File: src/rtl/axi_burst_addr_gen_pkg.sv
// Shared AXI burst types and constants used by the burst address generator.
// Also provides the widest legal transfer size for a given data bus width.
package axi_burst_addr_gen_pkg;

  typedef enum logic [2:0] {
    SIZE_1B   = 3'd0,
    SIZE_2B   = 3'd1,
    SIZE_4B   = 3'd2,
    SIZE_8B   = 3'd3,
    SIZE_16B  = 3'd4,
    SIZE_32B  = 3'd5,
    SIZE_64B  = 3'd6,
    SIZE_128B = 3'd7
  } axi_burst_size;

  typedef enum logic [1:0] {
    BURST_FIXED = 2'b00,
    BURST_INCR  = 2'b01,
    BURST_WRAP  = 2'b10,
    BURST_RSVD  = 2'b11
  } axi_burst_type;

  localparam int unsigned AXI_4KB_BOUNDARY = 4096;

  function automatic int unsigned max_size(input int unsigned data_width);
    return $clog2(data_width / 8);
  endfunction

endpackage

File: src/rtl/axi_burst_addr_gen_beat_calc.sv
// Combinational next-beat address for FIXED/INCR/WRAP bursts.
// Arithmetic is modulo 2^ADDR_WIDTH by construction.
module axi_beat_addr_calc
  import axi_burst_addr_gen_pkg::*;
#(
  parameter int unsigned ADDR_WIDTH = 32
) (
  input  logic [ADDR_WIDTH-1:0] cur_addr,
  input  logic [ADDR_WIDTH-1:0] start_addr,
  input  logic [7:0]            len,
  input  axi_burst_size         size,
  input  axi_burst_type         burst,
  output logic [ADDR_WIDTH-1:0] next_addr
);

  localparam logic [ADDR_WIDTH-1:0] ONE = {{(ADDR_WIDTH-1){1'b0}}, 1'b1};

  logic [ADDR_WIDTH-1:0] bytes;
  logic [ADDR_WIDTH-1:0] size_mask;
  logic [ADDR_WIDTH-1:0] wrap_mask;
  logic [ADDR_WIDTH-1:0] incr_addr;

  always_comb begin
    bytes     = ONE << size;
    size_mask = bytes - ONE;
    wrap_mask = ((ADDR_WIDTH'(len) + ONE) << size) - ONE;
    // Align the current address first so an unaligned beat 0 snaps onto the size grid.
    incr_addr = (cur_addr & ~size_mask) + bytes;
    next_addr = start_addr;
    case (burst)
      BURST_INCR: next_addr = incr_addr;
      BURST_WRAP: next_addr = (cur_addr & ~wrap_mask) | (incr_addr & wrap_mask);
      default:    next_addr = start_addr;
    endcase
  end

endmodule

File: src/rtl/axi_burst_addr_gen.sv
// Expands one AXI burst command into per-beat addresses with valid/ready handshake.
// Illegal commands are still accepted and answered with a single error beat.
module axi_burst_addr_gen
  import axi_burst_addr_gen_pkg::*;
#(
  parameter int unsigned ADDR_WIDTH = 32,
  parameter int unsigned DATA_WIDTH = 64
) (
  input  logic                  clk_i,
  input  logic                  rst_i,
  input  logic                  cmd_valid_i,
  output logic                  cmd_ready_o,
  input  logic [ADDR_WIDTH-1:0] cmd_addr_i,
  input  logic [7:0]            cmd_len_i,
  input  logic [2:0]            cmd_size_i,
  input  logic [1:0]            cmd_burst_i,
  output logic                  beat_valid_o,
  input  logic                  beat_ready_i,
  output logic [ADDR_WIDTH-1:0] beat_addr_o,
  output logic [7:0]            beat_idx_o,
  output logic                  beat_last_o,
  output logic                  beat_err_o
);

  localparam logic [0:0] IDLE  = 1'b0;
  localparam logic [0:0] BURST = 1'b1;

  localparam int unsigned MAX_SIZE  = max_size(DATA_WIDTH);
  localparam int unsigned PAGE_BITS = $clog2(AXI_4KB_BOUNDARY);
  localparam logic [ADDR_WIDTH-1:0] ONE = {{(ADDR_WIDTH-1){1'b0}}, 1'b1};

  logic [0:0]            state;
  logic                  cmd_ready_q;
  logic                  beat_valid_q;
  logic [ADDR_WIDTH-1:0] beat_addr_q;
  logic [7:0]            beat_idx_q;
  logic                  beat_last_q;
  logic                  beat_err_q;
  logic [ADDR_WIDTH-1:0] start_q;
  logic [7:0]            len_q;
  axi_burst_size         size_q;
  axi_burst_type         burst_q;
  logic [ADDR_WIDTH-1:0] next_addr;

  logic [ADDR_WIDTH-1:0] cmd_bytes;
  logic [16:0]           page_off;
  logic [16:0]           span;
  logic                  wrap_len_ok;
  logic                  cmd_illegal;

  always_comb begin
    cmd_bytes   = ONE << cmd_size_i;
    span        = (17'(cmd_len_i) + 17'd1) << cmd_size_i;
    // Last byte is measured from the size-aligned start within its 4 KB page.
    page_off    = 17'(cmd_addr_i[PAGE_BITS-1:0] & ~(cmd_bytes[PAGE_BITS-1:0] - 1'b1));
    wrap_len_ok = (cmd_len_i == 8'd1) || (cmd_len_i == 8'd3) ||
                  (cmd_len_i == 8'd7) || (cmd_len_i == 8'd15);
    cmd_illegal = 1'b0;
    if (32'(cmd_size_i) > MAX_SIZE)
      cmd_illegal = 1'b1;
    if (cmd_burst_i == BURST_RSVD)
      cmd_illegal = 1'b1;
    if (cmd_burst_i == BURST_WRAP &&
        (!wrap_len_ok || |(cmd_addr_i & (cmd_bytes - ONE))))
      cmd_illegal = 1'b1;
    if (cmd_burst_i == BURST_INCR && (page_off + span) > 17'(AXI_4KB_BOUNDARY))
      cmd_illegal = 1'b1;
  end

  axi_beat_addr_calc #(
    .ADDR_WIDTH(ADDR_WIDTH)
  ) u_calc (
    .cur_addr  (beat_addr_q),
    .start_addr(start_q),
    .len       (len_q),
    .size      (size_q),
    .burst     (burst_q),
    .next_addr (next_addr)
  );

  always_ff @(posedge clk_i) begin
    if (rst_i) begin
      state        <= IDLE;
      cmd_ready_q  <= 1'b0;
      beat_valid_q <= 1'b0;
      beat_addr_q  <= '0;
      beat_idx_q   <= '0;
      beat_last_q  <= 1'b0;
      beat_err_q   <= 1'b0;
      start_q      <= '0;
      len_q        <= '0;
      size_q       <= SIZE_1B;
      burst_q      <= BURST_FIXED;
    end else begin
      case (state)
        IDLE: begin
          if (cmd_valid_i && cmd_ready_q) begin
            state        <= BURST;
            cmd_ready_q  <= 1'b0;
            beat_valid_q <= 1'b1;
            beat_addr_q  <= cmd_addr_i;
            beat_idx_q   <= '0;
            beat_err_q   <= cmd_illegal;
            beat_last_q  <= cmd_illegal || (cmd_len_i == 8'd0);
            start_q      <= cmd_addr_i;
            len_q        <= cmd_len_i;
            size_q       <= axi_burst_size'(cmd_size_i);
            burst_q      <= axi_burst_type'(cmd_burst_i);
          end else begin
            cmd_ready_q <= 1'b1;
          end
        end
        BURST: begin
          if (beat_ready_i) begin
            if (beat_last_q) begin
              state        <= IDLE;
              cmd_ready_q  <= 1'b1;
              beat_valid_q <= 1'b0;
              beat_last_q  <= 1'b0;
              beat_err_q   <= 1'b0;
            end else begin
              beat_addr_q <= next_addr;
              beat_idx_q  <= beat_idx_q + 8'd1;
              beat_last_q <= (beat_idx_q + 8'd1) == len_q;
            end
          end
        end
        default: state <= IDLE;
      endcase
    end
  end

  assign cmd_ready_o  = cmd_ready_q;
  assign beat_valid_o = beat_valid_q;
  assign beat_addr_o  = beat_addr_q;
  assign beat_idx_o   = beat_idx_q;
  assign beat_last_o  = beat_last_q;
  assign beat_err_o   = beat_err_q;

endmodule
File: config.mk
export PLATFORM = sky130hd
export DESIGN_NAME = axi_burst_addr_gen
export DESIGN_NICKNAME = d
export VERILOG_FILES = /design/src/rtl/axi_burst_addr_gen_pkg.sv /design/src/rtl/axi_burst_addr_gen_beat_calc.sv /design/src/rtl/axi_burst_addr_gen.sv
export SDC_FILE = /design/constraint.sdc
export NUM_CORES = 1
export LEC_CHECK = 0
export CAP_MARGIN = 20
export CORE_MARGIN = 1.5
export CORE_UTILIZATION = 30
export CTS_BUF_LIST = sky130_fd_sc_hd__clkbuf_16
export CTS_CLUSTER_DIAMETER = 100
export DETAILED_ROUTE_END_ITERATION = 7
export PLACE_DENSITY = 0.55
export SETUP_SLACK_MARGIN = 0.3
export SLEW_MARGIN = 20
export SYNTH_ARGS = -nofsm -noshare
export SYNTH_HDL_FRONTEND = slang
export SYNTH_SLANG_ARGS = --single-unit
File: constraint.sdc
create_clock -name clk_i -period 6.1 [get_ports clk_i]
set_input_delay 0.915 -clock clk_i [delete_from_list [all_inputs] [get_ports clk_i]]
set_output_delay 0.915 -clock clk_i [all_outputs]
set_load 0.02 [all_outputs]
==> run_results.csv <==
group,metric,value,unit
outcome,outcome,"complete, no violations",
grt,grt_start_max_net_pins,68,
placed_design,hpwl,24100,microns
grt,use_met3,0.0304,
grt,antenna_found_initial,0,
setup_path,arrival,5.32,ns
clocking,cts-buffers-inserted,9,
die,fp.dieW,172,microns
clocking,clockBufferDepth,2,
setup_path,crit_top_cell,"o21ai_0",
grt,busiest_layer,"met2",
layout,final_layout_size_suffix_gt1_frac,0.0533,
die,dieArea,0.0297,sq mm
layout,nets,1347,
setup_path,cp-start-kind,"primary input",
synth,synth-async-reset-ratio,0,
routing,totalWireLength,32800,microns
timing,setup_viol,0,
min_path,hold_path_class,"reg -> reg",
routing,wl_per_cell,19.8,microns
clocking,cts_sinks,90,
routing,viasPerCell,5.84,
power_and_ir_drop,p_leak,0.00338,uW
clocking,cts-hold-fix-buffers,0,
synth,synth.area.top_cells,"dfxtp_1, nand2_1, a21oi_1",
layout,syn_to_final_growth,16.7,%
synth,ys.flop_type,"dfxtp_1",
setup_path,cp_max_fo,10,
synth,ys_seq_area_frac,0.209,
setup_path,crit_type,"in -> reg",
timing,slew_headroom,0.247,
grt,grt_util_all_layers,0.223,
die,ios,93,
synth,syn-num-nets,1325,
timing,skew,0.0203,ns
clocking,worstSkewPairLatency,0.36,ns
placed_design,port-buffer-count,92,
synth,synth_edf_count,0,
layout,register_area,0.00180,sq mm
setup_path,crit_chain,"clkdlybuf4s50_1 -> ha_1 -> and4_1 -> nor3_1 -> a211o_1 -> mux2_2 -> o21ai_0 -> ha_1 -> o21ai_0 -> nand3b_1 -> nand4b_1 -> or4_1 -> a2111oi_0 -> a41oi_1 -> a311oi_1 -> o21ai_0",
clocking,clk_pin_slew,0.07,ns
die,fp.dieH,172,microns
grt,use_met2,0.346,
synth,netlist_instances,1249,
grt,grt_pass1_vias,8738,
layout,antenna_cells,0,
routing,postRouteAntennaNets,0,
clocking,cts_tree,"yes",
clocking,ctsResizeCount,0,
setup_path,critPathBufInv,1,
synth,synth_seq_cells,90,
grt,met1_usage,0.319,
routing,drtIter0Drc,1115,
routing,firstDrtPassIters,5,
timing,hold_viol_final,0,
timing,timing.fmax,0.196,GHz
synth,netlist_area,0.00860,sq mm
setup_path,worstSetupEndpointType,"flip-flop",
synth,ys_warn_count,0,
clocking,cts-root-buf,"clkbuf_16",
setup_path,required,6.32,ns
routing,vias,9652,
clocking,htreeDepth,3,
synth,ys_types,89,
timing,period_share,0.836,
die,start_util,0.307,
power_and_ir_drop,powerDensity,196,mW/mm^2
synth,synth_top_area_share,0.209,
timing,slew_viol_final,0,
timing,grt_setup_unrepaired,"false",
setup_path,cp_slowest_stage_delay,0.70,ns
routing,drc,0,
power_and_ir_drop,irDropWorstVdd,0.0000986,V
clocking,cts_setup_buffers,0,
layout,layout_common_cells,"nand2_1, a21oi_1, o21ai_0",
layout,final_common_cell,"nand2_1",
layout,fillers,3024,
synth,syn-mean-instance-area,6.89,sq um
timing,timing.final.crit_period,5.10,ns
grt,overflow,0,
synth,yosysTopAreaCell,"dfxtp_1",
job,maxCapViolCount,0,
placed_design,dpl_cell_area,0.00973,sq mm
placed_design,place_congestion,0.870,
timing,tightest_slew,1.13,ns
timing,setup_tns,0,ns
die,coreArea,0.0280,sq mm
layout,fin_area,0.0100,sq mm
setup_path,slowest_stage,"clkdlybuf4s50_1",
die,num_rows,61,
grt,grt_pass1_wl,51100,microns
setup_path,crit_family,"compound AO/OA/AOI/OAI gates",
layout,multi_input_area,0.00620,sq mm
[synth_stat cells (22+ instances only)]
library cell	number
a21oi_1	131
and3_1	22
clkbuf_1	77
dfxtp_1	90
ha_1	26
inv_1	46
nand2_1	176
nand3_1	33
nor2_1	94
nor3_1	31
o21ai_0	99
xnor2_1	24
xor2_1	22
[routing by layer]
layer / vias to the layer above / wire, microns
met2: 413 / 14500
met1: 4541 / 15100
met3: 47 / 2360
met4: 0 / 718
li1: 4651 / -
met5: - / 0
[sequential cells by signal, summed over array words and instances, names as in the netlist]
| register | count |
|---|---|
| beat_addr_o | 32 |
| beat_err_o | 1 |
| beat_idx_o | 8 |
| beat_last_o | 1 |
| beat_valid_o | 1 |
| burst_q | 2 |
| cmd_ready_o | 1 |
| len_q | 8 |
| size_q | 3 |
| start_q | 32 |
| state | 1 |
[worst paths after layout]
kind,cells past startpoint,slack (ns),endpoint,from
hold / removal,2,0.45,start_q[31]$_SDFFE_PP0P_,start_q[31]$_SDFFE_PP0P_
hold reg to reg,2,0.45,start_q[31]$_SDFFE_PP0P_,start_q[31]$_SDFFE_PP0P_
setup reg to reg,15,1.56,beat_addr_o[15]$_SDFFE_PP0P_,len_q[1]$_SDFFE_PP0P_
setup / recovery,16,1.00,beat_err_o$_SDFFE_PP0P_,cmd_len_i[0]
[through the flow]
| step | hold slack (ns) | total power (uW) | utilization | std cells | setup WS [ns] |
|---|---|---|---|---|---|
| floorplan | 0.432 | 1130 | - | 1249 | 1.26 |
| global placement | 0.441 | 1380 | 0.347 | 1638 | 0.605 |
| detailed placement | 0.444 | 1380 | 0.347 | 1638 | 0.644 |
| CTS | 0.454 | 1970 | 0.358 | 1654 | 1.00 |
| global route | 0.471 | 2070 | 0.358 | 1654 | 0.492 |
| finish | 0.452 | 1970 | 0.358 | 1654 | 1.00 |
[tightest hold or removal path: stages, from the launching register on]
cell and delay, ns:
dfxtp_1 0.31, nand2_1 0.05, a21oi_1 0.05
[power breakdown]
group	leakage, uW	internal, uW	total [uW]	switching, uW
Combinational	0.00249	259	669	410
Clock	0.000151	325	589	263
Sequential	0.000735	631	708	77.0
Total	0.00338	1220	1970	750
[cells by family after synthesis]
logic type               count (synthesis)  share of synthesized area
multiplexers                            19                     0.0227
adder cells (fa/ha/maj)                 27                     0.0401
buffers and inverters                  150                     0.0708
AO/OA/AOI/OAI                          433                      0.329
flip-flops                              90                      0.209
XOR/XNOR                                46                     0.0468
AND/OR/NAND/NOR                        484                      0.281
[final cells by class]
cell class                 instances  share of cell area
sequential                        90               0.180
multi-input combinational       1009               0.618
tap                              378              0.0471
timing repair buffer             111               0.105
inverter                          50              0.0187
clock buffer                       9              0.0224
clock inverter                     7             0.00848
Power figures use the tool's default switching activity.
